`src/rtl/z80_uart_bus_seq.sv`:
```
// Z80 I/O cycle to 16550 bus sequencer: timed cs/rd/wr strobes,
// WAIT stretching and read-data latch for the CPU.
module z80_uart_bus_seq #(
  parameter logic [7:0] PORT_ADDR   = 8'hEF,
  parameter int         SETUP_CYC   = 2,
  parameter int         STROBE_CYC  = 4,
  parameter int         HOLD_CYC    = 2,
  parameter int         SYNC_STAGES = 2
) (
  input  logic       clk,
  input  logic       reset,
  input  logic       iorq_n,
  input  logic       rd_n,
  input  logic       wr_n,
  input  logic       m1_n,
  input  logic [7:0] a_lo,
  input  logic [2:0] a_hi,
  input  logic [7:0] d_cpu_in,
  output logic [7:0] d_cpu_out,
  output logic       d_cpu_oe,
  output logic       ioge,
  output logic       wait_n,
  output logic [2:0] uart_a,
  input  logic [7:0] uart_d_in,
  output logic [7:0] uart_d_out,
  output logic       uart_d_oe,
  output logic       uart_cs_n,
  output logic       uart_rd_n,
  output logic       uart_wr_n,
  output logic       busy
);

  typedef enum logic [2:0] {
    S_IDLE,
    S_SETUP,
    S_STROBE,
    S_HOLD,
    S_DONE
  } state_t;

  localparam int MAX_AB = (SETUP_CYC > STROBE_CYC) ? SETUP_CYC : STROBE_CYC;
  localparam int MAX_C  = (MAX_AB > HOLD_CYC) ? MAX_AB : HOLD_CYC;
  localparam int CW     = $clog2(MAX_C + 1);

  localparam logic [CW-1:0] SETUP_LD  =
    CW'((SETUP_CYC > 0) ? SETUP_CYC - 1 : 0);
  localparam logic [CW-1:0] STROBE_LD =
    CW'((STROBE_CYC > 0) ? STROBE_CYC - 1 : 0);
  localparam logic [CW-1:0] HOLD_LD   =
    CW'((HOLD_CYC > 0) ? HOLD_CYC - 1 : 0);

  state_t          state_q, state_d;
  logic [CW-1:0]   cnt_q, cnt_d;
  logic            dir_wr;

  logic [SYNC_STAGES-1:0] iorq_sy, rd_sy, wr_sy, m1_sy;

  always_ff @(posedge clk) begin
    if (reset) begin
      iorq_sy <= '1;
      rd_sy   <= '1;
      wr_sy   <= '1;
      m1_sy   <= '1;
    end else begin
      iorq_sy <= {iorq_sy[SYNC_STAGES-2:0], iorq_n};
      rd_sy   <= {rd_sy[SYNC_STAGES-2:0], rd_n};
      wr_sy   <= {wr_sy[SYNC_STAGES-2:0], wr_n};
      m1_sy   <= {m1_sy[SYNC_STAGES-2:0], m1_n};
    end
  end

  logic iorq_s, rd_s, wr_s, m1_s;
  logic port_hit, hit_s, active;

  assign iorq_s   = iorq_sy[SYNC_STAGES-1];
  assign rd_s     = rd_sy[SYNC_STAGES-1];
  assign wr_s     = wr_sy[SYNC_STAGES-1];
  assign m1_s     = m1_sy[SYNC_STAGES-1];
  assign port_hit = (a_lo == PORT_ADDR);
  assign hit_s    = !iorq_s && m1_s && port_hit && (rd_s ^ wr_s);

  always_ff @(posedge clk) begin
    if (reset) begin
      state_q <= S_IDLE;
      cnt_q   <= '0;
    end else begin
      state_q <= state_d;
      cnt_q   <= cnt_d;
    end
  end

  always_comb begin
    state_d = state_q;
    cnt_d   = cnt_q;
    unique case (state_q)
      S_IDLE: begin
        if (hit_s) begin
          if (SETUP_CYC > 0) begin
            state_d = S_SETUP;
            cnt_d   = SETUP_LD;
          end else begin
            state_d = S_STROBE;
            cnt_d   = STROBE_LD;
          end
        end
      end
      S_SETUP: begin
        if (cnt_q == '0) begin
          state_d = S_STROBE;
          cnt_d   = STROBE_LD;
        end else begin
          cnt_d = cnt_q - CW'(1);
        end
      end
      S_STROBE: begin
        if (cnt_q == '0) begin
          if (HOLD_CYC > 0) begin
            state_d = S_HOLD;
            cnt_d   = HOLD_LD;
          end else begin
            state_d = S_DONE;
            cnt_d   = '0;
          end
        end else begin
          cnt_d = cnt_q - CW'(1);
        end
      end
      S_HOLD: begin
        if (cnt_q == '0) begin
          state_d = S_DONE;
        end else begin
          cnt_d = cnt_q - CW'(1);
        end
      end
      S_DONE: begin
        if (iorq_s) begin
          state_d = S_IDLE;
        end
      end
      default: begin
        state_d = S_IDLE;
        cnt_d   = '0;
      end
    endcase
  end

  // Address, direction and write data are frozen for the whole access.
  always_ff @(posedge clk) begin
    if (reset) begin
      dir_wr     <= 1'b0;
      uart_a     <= '0;
      uart_d_out <= '0;
      d_cpu_out  <= '0;
    end else begin
      if (state_q == S_IDLE && hit_s) begin
        uart_a <= a_hi;
        dir_wr <= !wr_s;
        if (!wr_s) begin
          uart_d_out <= d_cpu_in;
        end
      end
      if (state_q == S_STROBE && cnt_q == '0 && !dir_wr) begin
        d_cpu_out <= uart_d_in;
      end
    end
  end

  assign active    = (state_q == S_SETUP) || (state_q == S_STROBE) ||
                     (state_q == S_HOLD);
  assign uart_cs_n = !active;
  assign uart_rd_n = !(state_q == S_STROBE && !dir_wr);
  assign uart_wr_n = !(state_q == S_STROBE && dir_wr);
  assign uart_d_oe = active && dir_wr;
  assign d_cpu_oe  = (state_q == S_DONE) && !dir_wr && !rd_n && !iorq_n;
  // Raw IDLE term asserts WAIT before the synchronizers catch up.
  assign wait_n    = !(active || (state_q == S_IDLE && !iorq_n && m1_n &&
                                  port_hit));
  assign ioge      = port_hit;
  assign busy      = (state_q != S_IDLE);

endmodule

```
`config.mk`:
```
export PLATFORM = sky130hd
export DESIGN_NAME = z80_uart_bus_seq
export DESIGN_NICKNAME = d
export VERILOG_FILES = /design/src/rtl/z80_uart_bus_seq.sv
export SDC_FILE = /design/constraint.sdc
export NUM_CORES = 1
export LEC_CHECK = 0
export ABC_AREA = 1
export ABC_CLOCK_PERIOD_IN_PS = 1600
export CORE_ASPECT_RATIO = 1.4
export CORE_MARGIN = 2
export CORE_UTILIZATION = 43
export DETAILED_ROUTE_END_ITERATION = 10
export PLACE_DENSITY = 0.79
export SYNTH_ARGS = -nofsm -noshare
export SYNTH_HDL_FRONTEND = slang
export SYNTH_SLANG_ARGS = --single-unit
```
`constraint.sdc`:
```
create_clock -name clk -period 1.6 [get_ports clk]
set_input_delay 0.16 -clock clk [delete_from_list [all_inputs] [get_ports clk]]
set_output_delay 0.16 -clock clk [all_outputs]
set_load 0.03 [all_outputs]
```
# ---- Word level (Yosys, flattened, before mapping)
# Index checks and enable logic that the tools add are counted.
dict set report classes {
  addsub 1
  eq_ne 11
  mux 10
  n_bitwise 3
  reduce_logical 33
}
# cell count
set op_table {}
lappend op_table {{3-bit case mux with 5 select lines} 2}
lappend op_table {{3-bit two-way mux} 8}
lappend op_table {{1-bit logical AND} 15}
lappend op_table {{2-bit != test, second input constant} 6}
lappend op_table {{1-bit logical NOT} 9}
lappend op_table {{8-bit == test, second input constant} 1}
lappend op_table {{3-bit by 2-bit == test with 1-bit output, second input constant} 2}
lappend op_table {{3-bit logical NOT} 2}
lappend op_table {{5-bit AND reduction} 1}
lappend op_table {{3-bit by 1-bit == test with 1-bit output, second input constant} 1}
lappend op_table {{3-bit == test, second input constant} 1}
lappend op_table {{1-bit logical OR} 3}
lappend op_table {{3-bit AND reduction} 1}
lappend op_table {{3-bit nonzero test} 1}
lappend op_table {{3-bit by 1-bit subtractor with 3-bit output, second input constant} 1}
lappend op_table {{1-bit NOT} 2}
lappend op_table {{2-bit AND reduction} 1}
lappend op_table {{1-bit bitwise XOR} 1}
dict set report totals {
  register_bits 34
  in_bits 33
  out_inout_bits 27
  word_cells 68
}

# ---- Logic depth before layout (Yosys ltp)
dict set report logic_depth {
  word_depth 6
  ltp_mapped 11
  ltp_nobuf 10
}

# ---- Worst setup path before layout
# Ideal clock, no wire load.
dict set report synth_timing {
  kind {reg2out}
  start {reg state_q[1]}
  end {out uart_d_oe}
  arrival_time_ns 1.249
  slack_ns 0.191
  path_stages_with_launch 5
  n_path_buf 0
  path_cell_list {dfxtp_1 inv_2 nand2_4 nand2_1 nor2_1}
}
dict set report synth_between {
  elab_chain_len 4
  elab_cells_between_ends 6
  cone_classes {eq/ne (3); reduce/logical (3)}
}
# item line
set synth_rtl {}
lappend synth_rtl {{from (decl)} 52} ;# state_t state_q, state_d;
lappend synth_rtl {{from (signal assigned)} 87} ;# state_q <= state_d;
lappend synth_rtl {{3-bit by 1-bit == test with 1-bit output or 3-bit by 2-bit == test with 1-bit output (tied branches)} 168} ;# assign active = (state_q == S_SETUP) || (state_q == S_STROBE) ||
lappend synth_rtl {{1-bit logical OR} 168}
lappend synth_rtl {{1-bit logical OR *} 168}
lappend synth_rtl {{1-bit logical AND *} 173} ;# assign uart_d_oe = active && dir_wr;
lappend synth_rtl {{to (decl)} 26} ;# output logic uart_d_oe,
# Every way passes the cells marked *; elsewhere a longest branch is shown, timed or not.

# ---- Worst setup path in the final report
dict set report layout_timing {
  start {reg uart_a[1]}
  end {out uart_a[1]}
}
# item line
set layout_lines {}
lappend layout_lines {{from (decl)} 23} ;# output logic [2:0] uart_a,
lappend layout_lines {{from (signal assigned)} 156} ;# uart_a <= a_hi;
# No word-level cell between the ends.

==> results.md <==
* Result of the run: finished clean
* Most common cell after layout, fill and taps aside: nand2_1
* Synthesized area at 0.001564 mm2
* Delay of the slowest critical-path stage at 680 ps
* Inserted Clock Buffers at 5
* Clk_skew at 7.765 ps
* Vias in the first global route at 1448
* Area fraction of the dominant cell type after synthesis at between 40% and 50%
* Nets@finish at 332
* Startpoint kind of the worst setup timing path: register
* Count of standard-cell rows at 25
* Number of cells on the worst hold path at 1
* Endpoint type of the worst setup path: primary output
* Starting density of the core at 45.45%
* Fin. Hold Viols at 0
* Required time reported for the critical path endpoint at around 1400 ps
* Leading cell types in the layout, fill and taps excluded: nand2_1 (53), clkdlybuf4s50_1 (51), nor2_1 (44)
* Leading post-synthesis cells by cell area: dfxtp_1 (44%), nand2_1 (13%), nor2_1 (11%)
* Remaining max-slew budget at the tightest pin at 77.96%
* Overflow left after global routing at 0
* Place WS at -199.5 ps
* Hold-fix buffers at CTS at 0
* Number of max-cap violations at 0
* Most used routing layer in global routing: met2
* Worst supply voltage drop on vdd at 0.0009014 V
* Cell chain of the critical path: clkdlybuf4s50_1
* Io pins at 60
* Utilization after layout at 67.16%
* Capture endpoint of the worst hold path: rd_sy[1]
* Drt wl/cell at roughly 10 um
* Detail Placement HPWL at between 2000 and 3000 um
* Setup TNS at 0 ps
* Net Count, Synth at between 200 and 300
* Worst reg2reg path endpoint: d_cpu_out[6]
* Number of antenna violations at the first check in global routing at 0
* Count of clock tree sinks at 34
* Worst Min Path Start: rd_sy[0]
* # diodes at 0
* Number of synthesized register bits at 34
* Wire length of the first global-routing pass at 5899 um
* Final period utilization at 92.30%
* WHS at 411.4 ps
* Arrival time of data at the critical path endpoint at 1320 ps
* Distinct cell type count after synthesis at 23
* Slowest library cell on the worst path: clkdlybuf4s50_1
* Count of input and output buffers at slightly below 60
* Gate count of the mapped netlist at 226
* Kind of cell adding the most delay to the critical path: buffers and inverters
* Reg-to-reg setup timing slack at ~160 ps
* Worst R2R Path Depth at 8
* Vias after detailed routing at 1550
* Worst-path clk slew at ~70 ps
* DRC Markers at 0
* GP Congestion at 0.7916
* Total wirelength of the detailed-routed design at 3480 um
* Horizontal die dimension at 54.97 um
* Dominant cell type by area after synthesis: dfxtp_1
* Min setup slack post-route at 123.2 ps
* Largest driver fanout on the critical path at 2
* Min-delay worst type: register to register
* Layout Area Growth over Synthesis at 47.76%
* Filler cells at 297
* Per-cell via count in the routed design at 4.599
* Clock latency reported for the late side of the worst-skew pair at 290 ps
* Iteration-0 DRC Markers at 24
* Layout cells sized above 1 at between 10% and 20%
* Clock Root Buffer: clkbuf_8
* Static Leak at 1.060 nW
* Classification of the worst setup path: register to primary output
* Yosys warning count at 0
* Pwr per Cell Area at 1432 mW/mm2
* Number of routed nets with antenna violations at 0
* Slew Viols, Final at 0
* Transition at the pin with the smallest max-transition slack at about 330 ps
* DR pass1 iterations at 4
* Post-synthesis area per instance at slightly below 7 um2
* Total Routing Usage GR at 19.52%
* Clock Tree Buf Depth at 2
* Final setup violation count at 0
* Portion of the post-synthesis area used by sequential elements at 43.52%
* Unrepaired setup endpoints after global routing: false
* Met1 track demand over resource in global routing at 21.41%
* Maximum number of pins on one net before global-route repair at 21
* Clock tree from TritonCTS: yes
* Area of the die at 0.004143 mm2
* Final critical path time including I/O delays and setup at roughly 1500 ps
* CP Buf/Inv Count at 1
* Worst reg2reg startpoint: cnt_q[0]
* Global-route track usage on met3 at 7.647%
* H-tree lvl count at 2
* Fraction of met2 tracks used by global routing at about a third
* Maximum achievable frequency at 677.1 MHz
* Core area at between 0.003 and 0.004 mm2
* Die H at 75.36 um
## per-stage QoR
step | total power, mW | area [um2] | std cells
CTS | 3.338 | 2310 | 337
global route | 3.568 | 2311 | 337
finish | 3.310 | 2311 | 337
global placement | 2.734 | 2233 | 330
floorplan | 2.152 | 1564 | 226
detailed placement | 2.751 | 2233 | 330
## flip-flops by register name, summed over array words and instances, names as in the netlist
register	flops
wr_sy	2
dir_wr	1
uart_a	3
iorq_sy	2
d_cpu_out	8
state_q	3
uart_d_out	8
m1_sy	2
rd_sy	2
cnt_q	3
## cell type report
| class | count | area, um2 | area share (%) |
|---|---|---|---|
| multi-input combinational | 153 | 728.2 | 31.51 |
| tap | 40 | 50.05 | 2.166 |
| timing repair buffer | 68 | 638.1 | 27.61 |
| sequential | 34 | 683.2 | 29.56 |
| clock inverter | 1 | 7.507 | 0.3249 |
| clock buffer | 6 | 72.57 | 3.140 |
| inverter | 35 | 131.4 | 5.685 |
## cell families after synthesis
logic type / share of synthesized area, %
AOI/OAI and AO/OA: 7.280
adders and majority gates: 1.600
buffers and inverters: 10.08
DFF: 43.52
and+or+nand+nor: 37.52
## cells in the mapped netlist
library cell and count:
nand2_4 2, nor3_1 1, or2_2 6, buf_1 1, inv_1 28, buf_4 1
nand2_2 4, buf_6 1, nand4_1 1, o21ai_2 1, nor2_4 2, dfxtp_1 34
nor2_1 45, nand2_1 53, clkbuf_1 1, nand3_2 1, inv_2 7, a21oi_1 8
nand3_1 9, o21ai_0 13, ha_1 2, nor2_2 4, nor2_8 1
## power breakdown
group / total (mW) / internal (mW) / switching (mW)
Clock: 0.598 / 0.298 / 0.300
Sequential: 1.07 / 0.982 / 0.0848
Combinational: 1.65 / 0.625 / 1.02
## per-layer routing
metal,up-vias,wire length [um]
li1,820,-
met1,683,1441
met2,40,1763
met3,7,220
met4,0,55
met5,-,0
## timing repair
action,CTS,global route
setup endpoints to repair,3,7
cloned,0,0
resized for setup,3,5
hold endpoints to repair,0,0
setup buffers,0,0
## worst max-delay path by stage
stage / cells past startpoint / slack [ps] / endpoint / startpoint
after floorplan: 4 / 190 / uart_d_oe / state_q[1]
after global placement: 9 / -180 / wait_n / a_lo[5]
after detailed placement: 9 / -200 / wait_n / a_lo[5]
after CTS: 5 / 30 / wait_n / state_q[2]
after global routing: 5 / 30 / uart_rd_n / state_q[0]
final: 1 / 120 / uart_a[1] / uart_a[1]
(Power assumes the default switching activity.)
==> edit 1 (same flow settings) <==
`SETUP_CYC`: 2 -> 4.
--- a/src/rtl/z80_uart_bus_seq.sv
+++ b/src/rtl/z80_uart_bus_seq.sv
@@ -3,5 +3,5 @@
 module z80_uart_bus_seq #(
   parameter logic [7:0] PORT_ADDR   = 8'hEF,
-  parameter int         SETUP_CYC   = 2,
+  parameter int         SETUP_CYC   = 4,
   parameter int         STROBE_CYC  = 4,
   parameter int         HOLD_CYC    = 2,
Behaviour: not the same (a bounded check fails within 10 cycles, from zero or initial values and one cycle with reset high).
==> edit 1 against the original RTL <==
Non-clock buffer count grew 7; area after synthesis is 0.72% lower; worst setup slack lost 0.061 ns; wire length grew 13%; cell area increased by 4.4%; highest routed layer unchanged; power decreased by 12%; critical path type unchanged; sequential power down 6%; sequential cell count did not move.
==> edit 1: results (changes against the original RTL) <==
Outcome
  – Status: finished, final reports clean (unchanged)

Finish
  – Clock buffer count: 7 (was 6)
  – Non-clock buffer count: 75 (was 68)
  – Final net count: 342 (was 332)
  – Clock buf/inv share: 0.0441 (was 0.0347)
  – #MultiIn Comb: 156 (was 153)
  – Multi-input gate area: 742 sq um (was 728 sq um)
  – Filler cell count: 265 (was 297)
  – Share of cells above drive strength 1: 0.169 (was 0.175)

Synthesis
  – Register area share after synthesis: 0.438 (was 0.435)
  – Post-synth top cells: 56 x nand2_1, 50 x nor2_1, 34 x dfxtp_1 (was 53 x nand2_1, 45 x nor2_1, 34 x dfxtp_1)
  – Syn_nets: 264 (was 261)
  – Top cells by area, synth: dfxtp_1 44%, nand2_1 14%, nor2_1 12%, inv_1 7.7%, o21ai_0 4.2% (was dfxtp_1 44%, nand2_1 13%, nor2_1 11%, inv_1 6.7%, o21ai_0 4.2%)

Timing
  – Final clock skew: 0.00581 ns (was 0.00776 ns)
  – Slew headroom: 0.769 (was 0.780)

Drt
  – Final Routed Wirelength: 3.92 mm (was 3.48 mm)
  – Via density: 4.60 (about the same)
  – DRT iter0 DRCs: 23 (was 24)

GRT
  – Vias in the first global route: 1548 (was 1448)
  – Global Route Usage Sum: 0.209 (was 0.195)
  – First-pass GRT wire length: 6.32 mm (was 5.90 mm)

Setup path
  – Slowest-stage cell, CP: dlygate4sd2_1 (was clkdlybuf4s50_1)
  – Critical path fanouts, max: 3 (was 2)
  – CP arrival: 1.38 ns (was 1.32 ns)

Placement
  – Routability congestion estimate: 0.742 (was 0.792)

Pwr
  – Leakage power: 0.00112 uW (was 0.00106 uW)
  – P_sw: 1020 uW (was 1400 uW)
[edit 1: changes by cell type after synthesis, moves of 2 or more]
cell / unedited run / this run
nand2_2: 4 / 2
nand2_1: 53 / 56
inv_1: 28 / 32
nor2_1: 45 / 50
inv_2: 7 / 3
[edit 1: routing by layer]
layer  up-vias  global-route usage  part of all wire
met1       716               0.209              0.37
li1        842                   -                 -
met5         -                   0                 0
met3         8              0.0635             0.040
met2        34               0.394              0.57
met4         0              0.0694             0.017
[edit 1: kinds of logic after synthesis]
logic type / synth area share
fa+ha+maj: 0.0161
compound gates: 0.0709
buf+inv: 0.0999
flops: 0.438
simple gates: 0.375
[edit 1: per-stage QoR]
step | total power [uW] | TNS (ns) | util | cells | instance area (sq um)
after floorplan | 1670 | 0 | - | 229 | 1550
after global placement | 2130 | -0.537 | 0.667 | 339 | 2270
after detailed placement | 2150 | -0.963 | 0.667 | 339 | 2270
after CTS | 2900 | -0.0200 | 0.698 | 347 | 2380
after global routing | 3090 | -0.0813 | 0.708 | 348 | 2410
final | 2920 | 0 | 0.708 | 348 | 2410
[edit 1: timing repair]
action | 4_1_cts | 5_1_grt
setup endpoints to repair | 6 | 11
pin swaps | 0 | 2
buffers inserted | 0 | 1
resized for setup | 8 | 13
[edit 1: path summary, 6_finish.rpt]
path	start	end	slack (ns)	depth (start not counted)
setup / recovery	state_q[2]	uart_wr_n	0.06	4
hold / removal	iorq_sy[0]	iorq_sy[1]	0.41	1
setup reg to reg	cnt_q[0]	d_cpu_out[1]	0.10	8
hold reg to reg	iorq_sy[0]	iorq_sy[1]	0.41	1
[edit 1: power by group through the flow]
stage	Sequential (uW)	Clock [uW]	Combinational (uW)
final	1010	763	1150
after global routing	1020	821	1250
after CTS	1010	779	1120
after detailed placement	1030	0	1130
after global placement	1020	0	1110
after floorplan	1160	0	512
==> edit 2 (same flow settings) <==
Without the edit above. Reset style: asynchronous (`reset`), changed in 3 clocked blocks.
--- a/src/rtl/z80_uart_bus_seq.sv
+++ b/src/rtl/z80_uart_bus_seq.sv
@@ -56,5 +56,5 @@
   logic [SYNC_STAGES-1:0] iorq_sy, rd_sy, wr_sy, m1_sy;
 
-  always_ff @(posedge clk) begin
+  always_ff @(posedge clk or posedge reset) begin
     if (reset) begin
       iorq_sy <= '1;
@@ -80,5 +80,5 @@
   assign hit_s    = !iorq_s && m1_s && port_hit && (rd_s ^ wr_s);
 
-  always_ff @(posedge clk) begin
+  always_ff @(posedge clk or posedge reset) begin
     if (reset) begin
       state_q <= S_IDLE;
@@ -146,5 +146,5 @@
 
   // Address, direction and write data are frozen for the whole access.
-  always_ff @(posedge clk) begin
+  always_ff @(posedge clk or posedge reset) begin
     if (reset) begin
       dir_wr     <= 1'b0;
Behaviour: differs if reset is asserted again (counterexample within 4 cycles, from zero or initial values and one cycle with reset high); with reset held inactive, the same outputs for 10 cycles.
==> edit 2 against the original RTL <==
Clock skew decreased by 0.00068 ns; worst setup slack got worse by 0.072 ns; critical path type unchanged; cell area increased by 4.9%; power increased by 16%; largest cell class is now registers; sequential cell count unchanged; area after synthesis increased by 3.3%; wire length increased by 5.9%; die area increased by 3.1%.
==> edit 2: results (changes against the original RTL) <==
Outcome
  – Status: finished, final reports clean (unchanged)

Pwr
  – Leakage power: 0.00123 uW (was 0.00106 uW)
  – Clk pwr share: 0.208 (was 0.181)
  – Worst vdd ir: 0.000984 V (was 0.000901 V)

GRT
  – Largest net degree at the start of global routing: 35 (was 21)
  – First-pass GRT wire length: 6.31 mm (was 5.90 mm)
  – Met2 Usage GRT: 0.348 (was 0.337)
  – Met3 GRT Util: 0.0526 (was 0.0765)
  – Global Route Usage Sum: 0.187 (was 0.195)
  – Vias in the first global route: 1445 (was 1448)

Synthesis
  – Primary FF master, synth: dfrtp_1 (was dfxtp_1)
  – Register area share after synthesis: 0.533 (was 0.435)
  – Post-synth top cells: 66 x nand2_1, 28 x inv_1, 26 x dfrtp_1 (was 53 x nand2_1, 45 x nor2_1, 34 x dfxtp_1)
  – Ys async rst share: 1.00 (was 0)
  – Top cells by area, synth: dfrtp_1 40%, nand2_1 15%, dfstp_2 13%, inv_1 6.5%, o21ai_2 4.3% (was dfxtp_1 44%, nand2_1 13%, nor2_1 11%, inv_1 6.7%, o21ai_0 4.2%)

Finish
  – Filler cell count: 291 (was 297)
  – Final net count: 300 (was 332)

Timing
  – Least-Margin Pin Slew: 0.332 ns (was 0.330 ns)

Setup path
  – Top delay family on crit path: simple AND/OR/NAND/NOR gates (was buffers and inverters)
  – CP arrival: 1.39 ns (was 1.32 ns)
  – CP peak stage delay: 0.40 ns (was 0.68 ns)
  – R2R Path Start: wr_sy[1] (was cnt_q[0])

Min path
  – Hold crit path type: primary input to asynchronous set/reset pin (was flip-flop to flip-flop)

Placement
  – Hpwl dp: 2.70 mm (was 2.61 mm)

Drt
  – WL met2: 2.04 mm (was 1.76 mm)

Floorplanning
  – Initial Util: 0.447 (was 0.455)
[edit 2: final cells by class]
class	instances	share of cell area
flip-flops and latches	34	0.355
repair buffers	69	0.269
multi-input cells	123	0.258
inverters	32	0.0496
clock buffers	6	0.0341
well taps	42	0.0217
clock inverters	1	0.0124
[edit 2: repair_timing]
action                     CTS  global route
buffers inserted             0             0
setup endpoints to repair    4            14
gates resized for setup      5             8
[edit 2: worst paths after layout]
check	to	slack [ns]	cells after the start
hold reg to reg	rd_sy[1]	0.35	0
setup reg to reg	uart_d_out[4]	0.11	9
max in group asynchronous	m1_sy[0]	1.14	3
min in group clk	wr_sy[0]	0.29	1
hold / removal	d_cpu_out[0]	0.22	3
setup / recovery	d_cpu_oe	0.05	6
[edit 2: kinds of logic after synthesis]
logic type                 count (synthesis)  share of synthesized area
buffers and inverters                     35                     0.0891
xor gates and xnor gates                   1                    0.00542
DFF                                       34                      0.533
AOI/OAI and AO/OA                         13                     0.0589
adders and majority gates                  2                     0.0155
and+or+nand+nor                          107                      0.298
